**src/rtl/jt63701_romrq_if.sv**
```systemverilog
// jt63701_romrq_if: MCU PROM request bus and SDRAM fetch slot seen by the ROM responder.
interface jt63701_romrq_if #(parameter int AW = 14);
  logic          rom_cs;
  logic [AW-1:0] rom_addr;
  logic [7:0]    rom_data;
  logic          rom_ok;
  logic          flush;
  logic [AW-2:0] sd_addr;
  logic          sd_req;
  logic          sd_ack;
  logic          sd_dok;
  logic [15:0]   sd_data;
  modport slave (
    input  rom_cs, rom_addr, flush, sd_ack, sd_dok, sd_data,
    output rom_data, rom_ok, sd_addr, sd_req
  );
  modport master (
    output rom_cs, rom_addr, flush, sd_ack, sd_dok, sd_data,
    input  rom_data, rom_ok, sd_addr, sd_req
  );
endinterface

```
**src/rtl/jt63701_romrq.sv**
```systemverilog
// jt63701_romrq: byte PROM responder backed by a 2-word cache with sequential prefetch over SDRAM.
module jt63701_romrq #(
  parameter int AW       = 14,
  parameter bit PREFETCH = 1'b1
) (
  input logic             clk,
  input logic             rst,
  jt63701_romrq_if.slave  bus
);
  typedef enum logic [1:0] {IDLE, REQ, WAIT} st_t;
  st_t           st_q, st_d;
  logic          req_q, req_d, lru_q, lru_d, discard_q, discard_d;
  logic [AW-2:0] addr_q, addr_d;
  logic [1:0]    valid_q, valid_d;
  logic [AW-2:0] tag_q [2];
  logic [AW-2:0] tag_d [2];
  logic [15:0]   data_q [2];
  logic [15:0]   data_d [2];
  logic [AW-2:0] tag, nxt;
  logic          h0, h1, hit, nxt_cached;
  logic [15:0]   word;
  always_comb begin
    tag        = bus.rom_addr[AW-1:1];
    nxt        = tag + (AW-1)'(1);
    h0         = valid_q[0] && tag_q[0] == tag;
    h1         = valid_q[1] && tag_q[1] == tag;
    hit        = bus.rom_cs && (h0 || h1);
    word       = h0 ? data_q[0] : data_q[1];
    nxt_cached = (valid_q[0] && tag_q[0] == nxt) || (valid_q[1] && tag_q[1] == nxt);
  end
  assign bus.rom_ok   = hit;
  assign bus.rom_data = hit ? (bus.rom_addr[0] ? word[15:8] : word[7:0]) : 8'hFF;
  assign bus.sd_req   = req_q;
  assign bus.sd_addr  = addr_q;
  always_comb begin
    st_d      = st_q;
    req_d     = req_q;
    addr_d    = addr_q;
    valid_d   = valid_q;
    tag_d     = tag_q;
    data_d    = data_q;
    lru_d     = hit ? h0 : lru_q;
    // a flush while a fetch is outstanding poisons that fetch's data
    discard_d = (st_q == WAIT && bus.sd_dok) ? 1'b0 : discard_q | (bus.flush && st_q != IDLE);
    case (st_q)
      IDLE: begin
        if (bus.rom_cs && !hit) begin
          addr_d = tag;
          req_d  = 1'b1;
          st_d   = REQ;
        end else if (PREFETCH && hit && !nxt_cached) begin
          addr_d = nxt;
          req_d  = 1'b1;
          st_d   = REQ;
        end
      end
      REQ: begin
        if (bus.sd_ack) begin
          req_d = 1'b0;
          st_d  = WAIT;
        end
      end
      WAIT: begin
        if (bus.sd_dok) begin
          st_d = IDLE;
          if (!discard_q && !bus.flush) begin
            valid_d[lru_q] = 1'b1;
            tag_d[lru_q]   = addr_q;
            data_d[lru_q]  = bus.sd_data;
            lru_d          = ~lru_q;
          end
        end
      end
      default: st_d = IDLE;
    endcase
    if (bus.flush) valid_d = '0;
  end
  always_ff @(posedge clk or posedge rst) begin
    if (rst) begin
      st_q      <= IDLE;
      req_q     <= 1'b0;
      addr_q    <= '0;
      valid_q   <= '0;
      tag_q     <= '{default: '0};
      data_q    <= '{default: '0};
      lru_q     <= 1'b0;
      discard_q <= 1'b0;
    end else begin
      st_q      <= st_d;
      req_q     <= req_d;
      addr_q    <= addr_d;
      valid_q   <= valid_d;
      tag_q     <= tag_d;
      data_q    <= data_d;
      lru_q     <= lru_d;
      discard_q <= discard_d;
    end
  end
endmodule

```
**src/flat_wrapper.sv**
```systemverilog
// flat-port wrapper written by rule: the top's interface ports become plain ports
module jt63701_romrq_flat 
#(
  parameter int AW       = 14,
  parameter bit PREFETCH = 1'b1
)
  (clk, rst, bus_rom_cs, bus_rom_addr, bus_flush, bus_sd_ack, bus_sd_dok, bus_sd_data, bus_rom_data, bus_rom_ok, bus_sd_addr, bus_sd_req);
  jt63701_romrq_if #(.AW(AW)) bus_i ();
  input logic clk;
  input logic rst;
  input wire logic [$bits(bus_i.rom_cs)-1:0] bus_rom_cs;
  input wire logic [$bits(bus_i.rom_addr)-1:0] bus_rom_addr;
  input wire logic [$bits(bus_i.flush)-1:0] bus_flush;
  input wire logic [$bits(bus_i.sd_ack)-1:0] bus_sd_ack;
  input wire logic [$bits(bus_i.sd_dok)-1:0] bus_sd_dok;
  input wire logic [$bits(bus_i.sd_data)-1:0] bus_sd_data;
  output wire logic [$bits(bus_i.rom_data)-1:0] bus_rom_data;
  output wire logic [$bits(bus_i.rom_ok)-1:0] bus_rom_ok;
  output wire logic [$bits(bus_i.sd_addr)-1:0] bus_sd_addr;
  output wire logic [$bits(bus_i.sd_req)-1:0] bus_sd_req;
  assign bus_i.rom_cs = bus_rom_cs;
  assign bus_i.rom_addr = bus_rom_addr;
  assign bus_i.flush = bus_flush;
  assign bus_i.sd_ack = bus_sd_ack;
  assign bus_i.sd_dok = bus_sd_dok;
  assign bus_i.sd_data = bus_sd_data;
  assign bus_rom_data = bus_i.rom_data;
  assign bus_rom_ok = bus_i.rom_ok;
  assign bus_sd_addr = bus_i.sd_addr;
  assign bus_sd_req = bus_i.sd_req;
  jt63701_romrq #(.AW(AW), .PREFETCH(PREFETCH)) u_core (.clk(clk), .rst(rst), .bus(bus_i));
endmodule
```
**config.mk**
```make
export PLATFORM = sky130hd
export DESIGN_NAME = jt63701_romrq_flat
export DESIGN_NICKNAME = d
export VERILOG_FILES = /design/src/rtl/jt63701_romrq_if.sv /design/src/rtl/jt63701_romrq.sv /design/src/flat_wrapper.sv
export SDC_FILE = /design/constraint.sdc
export NUM_CORES = 1
export LEC_CHECK = 0
export ABC_AREA = 0
export BUFFER_PORTS_ARGS = -buffer_cell sky130_fd_sc_hd__buf_2
export CAP_MARGIN = 20
export CORE_AREA = 2 2 100 175
export CTS_BUF_LIST = sky130_fd_sc_hd__clkbuf_4 sky130_fd_sc_hd__clkbuf_8
export DETAILED_ROUTE_END_ITERATION = 7
export DIE_AREA = 0 0 102 177
export GPL_TIMING_DRIVEN = 1
export SLEW_MARGIN = 15
export SYNTH_ARGS = -nofsm -noshare
export SYNTH_HDL_FRONTEND = slang
export SYNTH_SLANG_ARGS = --single-unit
```
**constraint.sdc**
```tcl
create_clock -name clk -period 5.9 [get_ports clk]
set_input_delay 0.295 -clock clk [delete_from_list [all_inputs] [get_ports clk]]
set_output_delay 0.295 -clock clk [all_outputs]
set_load 0.05 [all_outputs]
```
==> results.yml <==
outcome:
  outcome: "completed"
global_route:
  global_route_usage_over_all_layers: 0.173
  grt_first_pass_wirelength_um: 23100
  first_global_vias: 4066
  global_route.peak_usage_layer: "met2"
  grt-ovfl-total: 0
  gr-usage-met1: 0.185
  antenna_found_initial: 0
  use_met3: 0.0233
  grt_max_degree: 79
  groute.layer.met2.usage: 0.296
clock_network:
  cts_made_buffers: 9
  cts-resized-gates: 0
  post-cts-setup-buffer-count: 0
  cts.clk_slew.worst_paths_ps: 80
  cts_root_buffer: "sky130_fd_sc_hd__clkbuf_8"
  ctsLongestPathBuffers: 2
  cts-htree-levels: 3
  tritoncts_clock_tree: "built"
  clkSinkCount: 78
  clock_insertion_delay_worst_skew_ps: 380
synth:
  synth_top_cell_area_share: 0.398
  synth.most_common_cell: "sky130_fd_sc_hd__dfrtp_1"
  synth_fp_nets: 486
  ys_async_sr_fraction: 1.00
  postSynthAreaPerCell_um2: 10.9
  synth_seq_area_share: 0.398
  postSynth.topFlopCell: "sky130_fd_sc_hd__dfrtp_1"
  cell_area_after_synthesis_um2: 4900
  synth-edff-count: 0
  synth_commonest_cells: "78 x sky130_fd_sc_hd__dfrtp_1, 58 x sky130_fd_sc_hd__mux2_2, 33 x sky130_fd_sc_hd__xnor2_1"
  ys_top_cells_by_area: "sky130_fd_sc_hd__dfrtp_1 40%, sky130_fd_sc_hd__mux2_2 13%, sky130_fd_sc_hd__xnor2_1 5.9%"
  syn-instance-count: 449
  ys_warn_count: 0
  ys_types: 77
  yosys_register_bits: 78
  synth_top_area_cell: "sky130_fd_sc_hd__dfrtp_1"
finish:
  layout.filler_cells: 1793
  share_of_final_layout_standard_cells_stronger_than_drive_strength_1: 0.355
  antenna-diode-count: 0
  nets: 528
  layout.cells.non_filler: 723
  layout-area-overhead-vs-synth_pct: 12.9
drt:
  number_of_remaining_drc_errors: 0
  drt_first_iter_violations: 244
  detailed_route_wire_length_per_cell_um: 20.3
  drt_first_pass_iters: 4
  totalWireLength_um: 14600
  routed-via-count: 3791
  drtAntennaViolNets: 0
  via_per_inst: 5.24
timing:
  drv_slew: 0
  final.setup_skew_ps: 13.6
  finalHoldViolations: 0
  setup_viol: 0
  slew-limit-headroom: 0.227
  unrepaired_setup_endpoints_after_global_routing: "false"
  finalCriticalPeriod_ps: 3340
  worstMarginPinSlew_ps: 1150
  maxClockFrequency_mhz: 299
  layout_worst_path_cycle_share: 0.566
  final.setup.tns_ps: 0
floorplanning:
  floorplan.initialDensity: 0.293
  die-area_um2: 18100
  rows: 63
  dieHeight_um: 177
  design.portCount: 59
  design.core.area_um2: 16700
  die_w_um: 102
critical_path:
  data_required_time_at_the_worst_endpoint_ps: 6160
  critical_path.max_fanout: 12
  timing.critical_path.arrival_ps: 3600
  start_kind: "flop"
  critical_path_class: "reg2reg"
  worst_setup_path_end_kind: "flop"
place:
  portBuffers: 58
  dp_hpwl_um: 11200
  place.gp.congestion: 0.914
  dpl.cell_count: 705
worst_hold_path:
  worstHoldPathType: "in2reg"
power_and_ir_drop:
  power_density_nw_per_um2: 422
  leakagePower_nw: 2.35
  ir_worst_vdd_uv: 172
job:
  drv_cap: 0
-- metal layers --
layer	up-vias	wire, um
met3	47	483
met2	135	7720
li1	1731	-
met1	1878	5380
met5	-	0
met4	0	1060
-- critical path, stage by stage, from the launching register on --
cell	delay (ps)
sky130_fd_sc_hd__dfrtp_1	410
sky130_fd_sc_hd__xor2_1	510
sky130_fd_sc_hd__or4_4	260
sky130_fd_sc_hd__nor4_4	60
sky130_fd_sc_hd__or3b_1	540
sky130_fd_sc_hd__a31o_4	290
sky130_fd_sc_hd__a21oi_2	750
sky130_fd_sc_hd__mux2_2	410
-- placed cells by master, fill, tap and decap left out, drive strengths merged, types with 3 or more instances in the layout --
cell type,synthesis,final
mux2i,3,3
or2,9,9
a21oi,3,3
o2111ai,4,4
o221ai,4,4
nand2b,7,7
nand3b,3,3
nor2,15,15
mux2,63,63
a2111oi,4,4
and2,5,5
nand4,15,15
inv,13,13
dfrtp,78,78
a31o,3,3
buf,24,63
xor2,14,14
mux4,8,8
o211ai,3,3
xnor2,34,34
clkbuf,9,12
and3,5,5
a32oi,3,3
o21ai,13,13
nor3,10,10
or4,3,3
nor3b,3,3
nand2,30,30
nand3,13,13
nor4,7,7
-- sequential cells by signal (all words and copies together) (netlist names) --
register            count
u_core.valid_q          2
u_core.data_q          32
u_core.tag_q           26
u_core.bus.sd_addr     13
u_core.bus.sd_req       1
u_core.discard_q        1
u_core.lru_q            1
u_core.st_q             2
-- cells by family (layout without fill, tap and decap cells) --
logic type | after synthesis | in the layout | share of synthesized area
multiplexers | 74 | 74 | 0.191
buffers and inverters | 46 | 93 | 0.0523
AND/OR/NAND/NOR | 139 | 139 | 0.165
AO/OA/AOI/OAI | 63 | 63 | 0.102
XOR/XNOR | 48 | 48 | 0.0888
flip-flops | 78 | 78 | 0.398
adder cells (fa/ha/maj) | 1 | 1 | 0.00255
-- power by group --
part           total, W  internal, W  switching, W
Combinational  0.000979     0.000423      0.000556
Sequential     0.000971     0.000758      0.000213
Clock          0.000387     0.000181      0.000206
-- path summary, 6_finish.rpt --
path | start | cells after the start | endpoint | slack [ps]
worst max-delay path | u_core.tag_q[4] | 7 | u_core.bus.sd_addr[8] | 2560
worst min-delay path | bus_sd_ack | 2 | u_core.st_q[0] | 130
worst max register to register | u_core.tag_q[4] | 7 | u_core.bus.sd_addr[8] | 2560
worst min register to register | u_core.bus.sd_req | 2 | u_core.bus.sd_req | 480
max in group asynchronous | rst | 5 | u_core.tag_q[8] | 4830
min in group asynchronous | rst | 4 | u_core.bus.sd_addr[1] | 480
-- metrics by stage --
| step | util | cell area, um^2 | setup WS [ps] | hold slack [ps] | total power, W |
|---|---|---|---|---|---|
| floorplan | - | 4900 | 3290 | 391 | 0.00167 |
| global placement | 0.318 | 5310 | 2260 | 465 | 0.00193 |
| detailed placement | 0.318 | 5310 | 2220 | 474 | 0.00196 |
| CTS | 0.329 | 5500 | 2560 | 111 | 0.00235 |
| global route | 0.331 | 5530 | 2390 | 147 | 0.00247 |
| finish | 0.331 | 5530 | 2560 | 130 | 0.00234 |
-- timing repair --
item | 4_1_cts | 5_1_grt
endpoints found under the hold margin | 0 | 16
endpoints found under the setup margin | 0 | 0
hold buffers | 0 | 1
-- cell type report --
class,count,area (um^2),share of cell area
repair buffers,64,358,0.0647
flip-flops and latches,78,1950,0.353
well taps,227,284,0.0513
clock buffers,12,159,0.0287
inverters,13,50.0,0.00905
clock inverters,4,28.8,0.00520
multi-input cells,325,2700,0.488
Power figures use the tool's default switching activity.
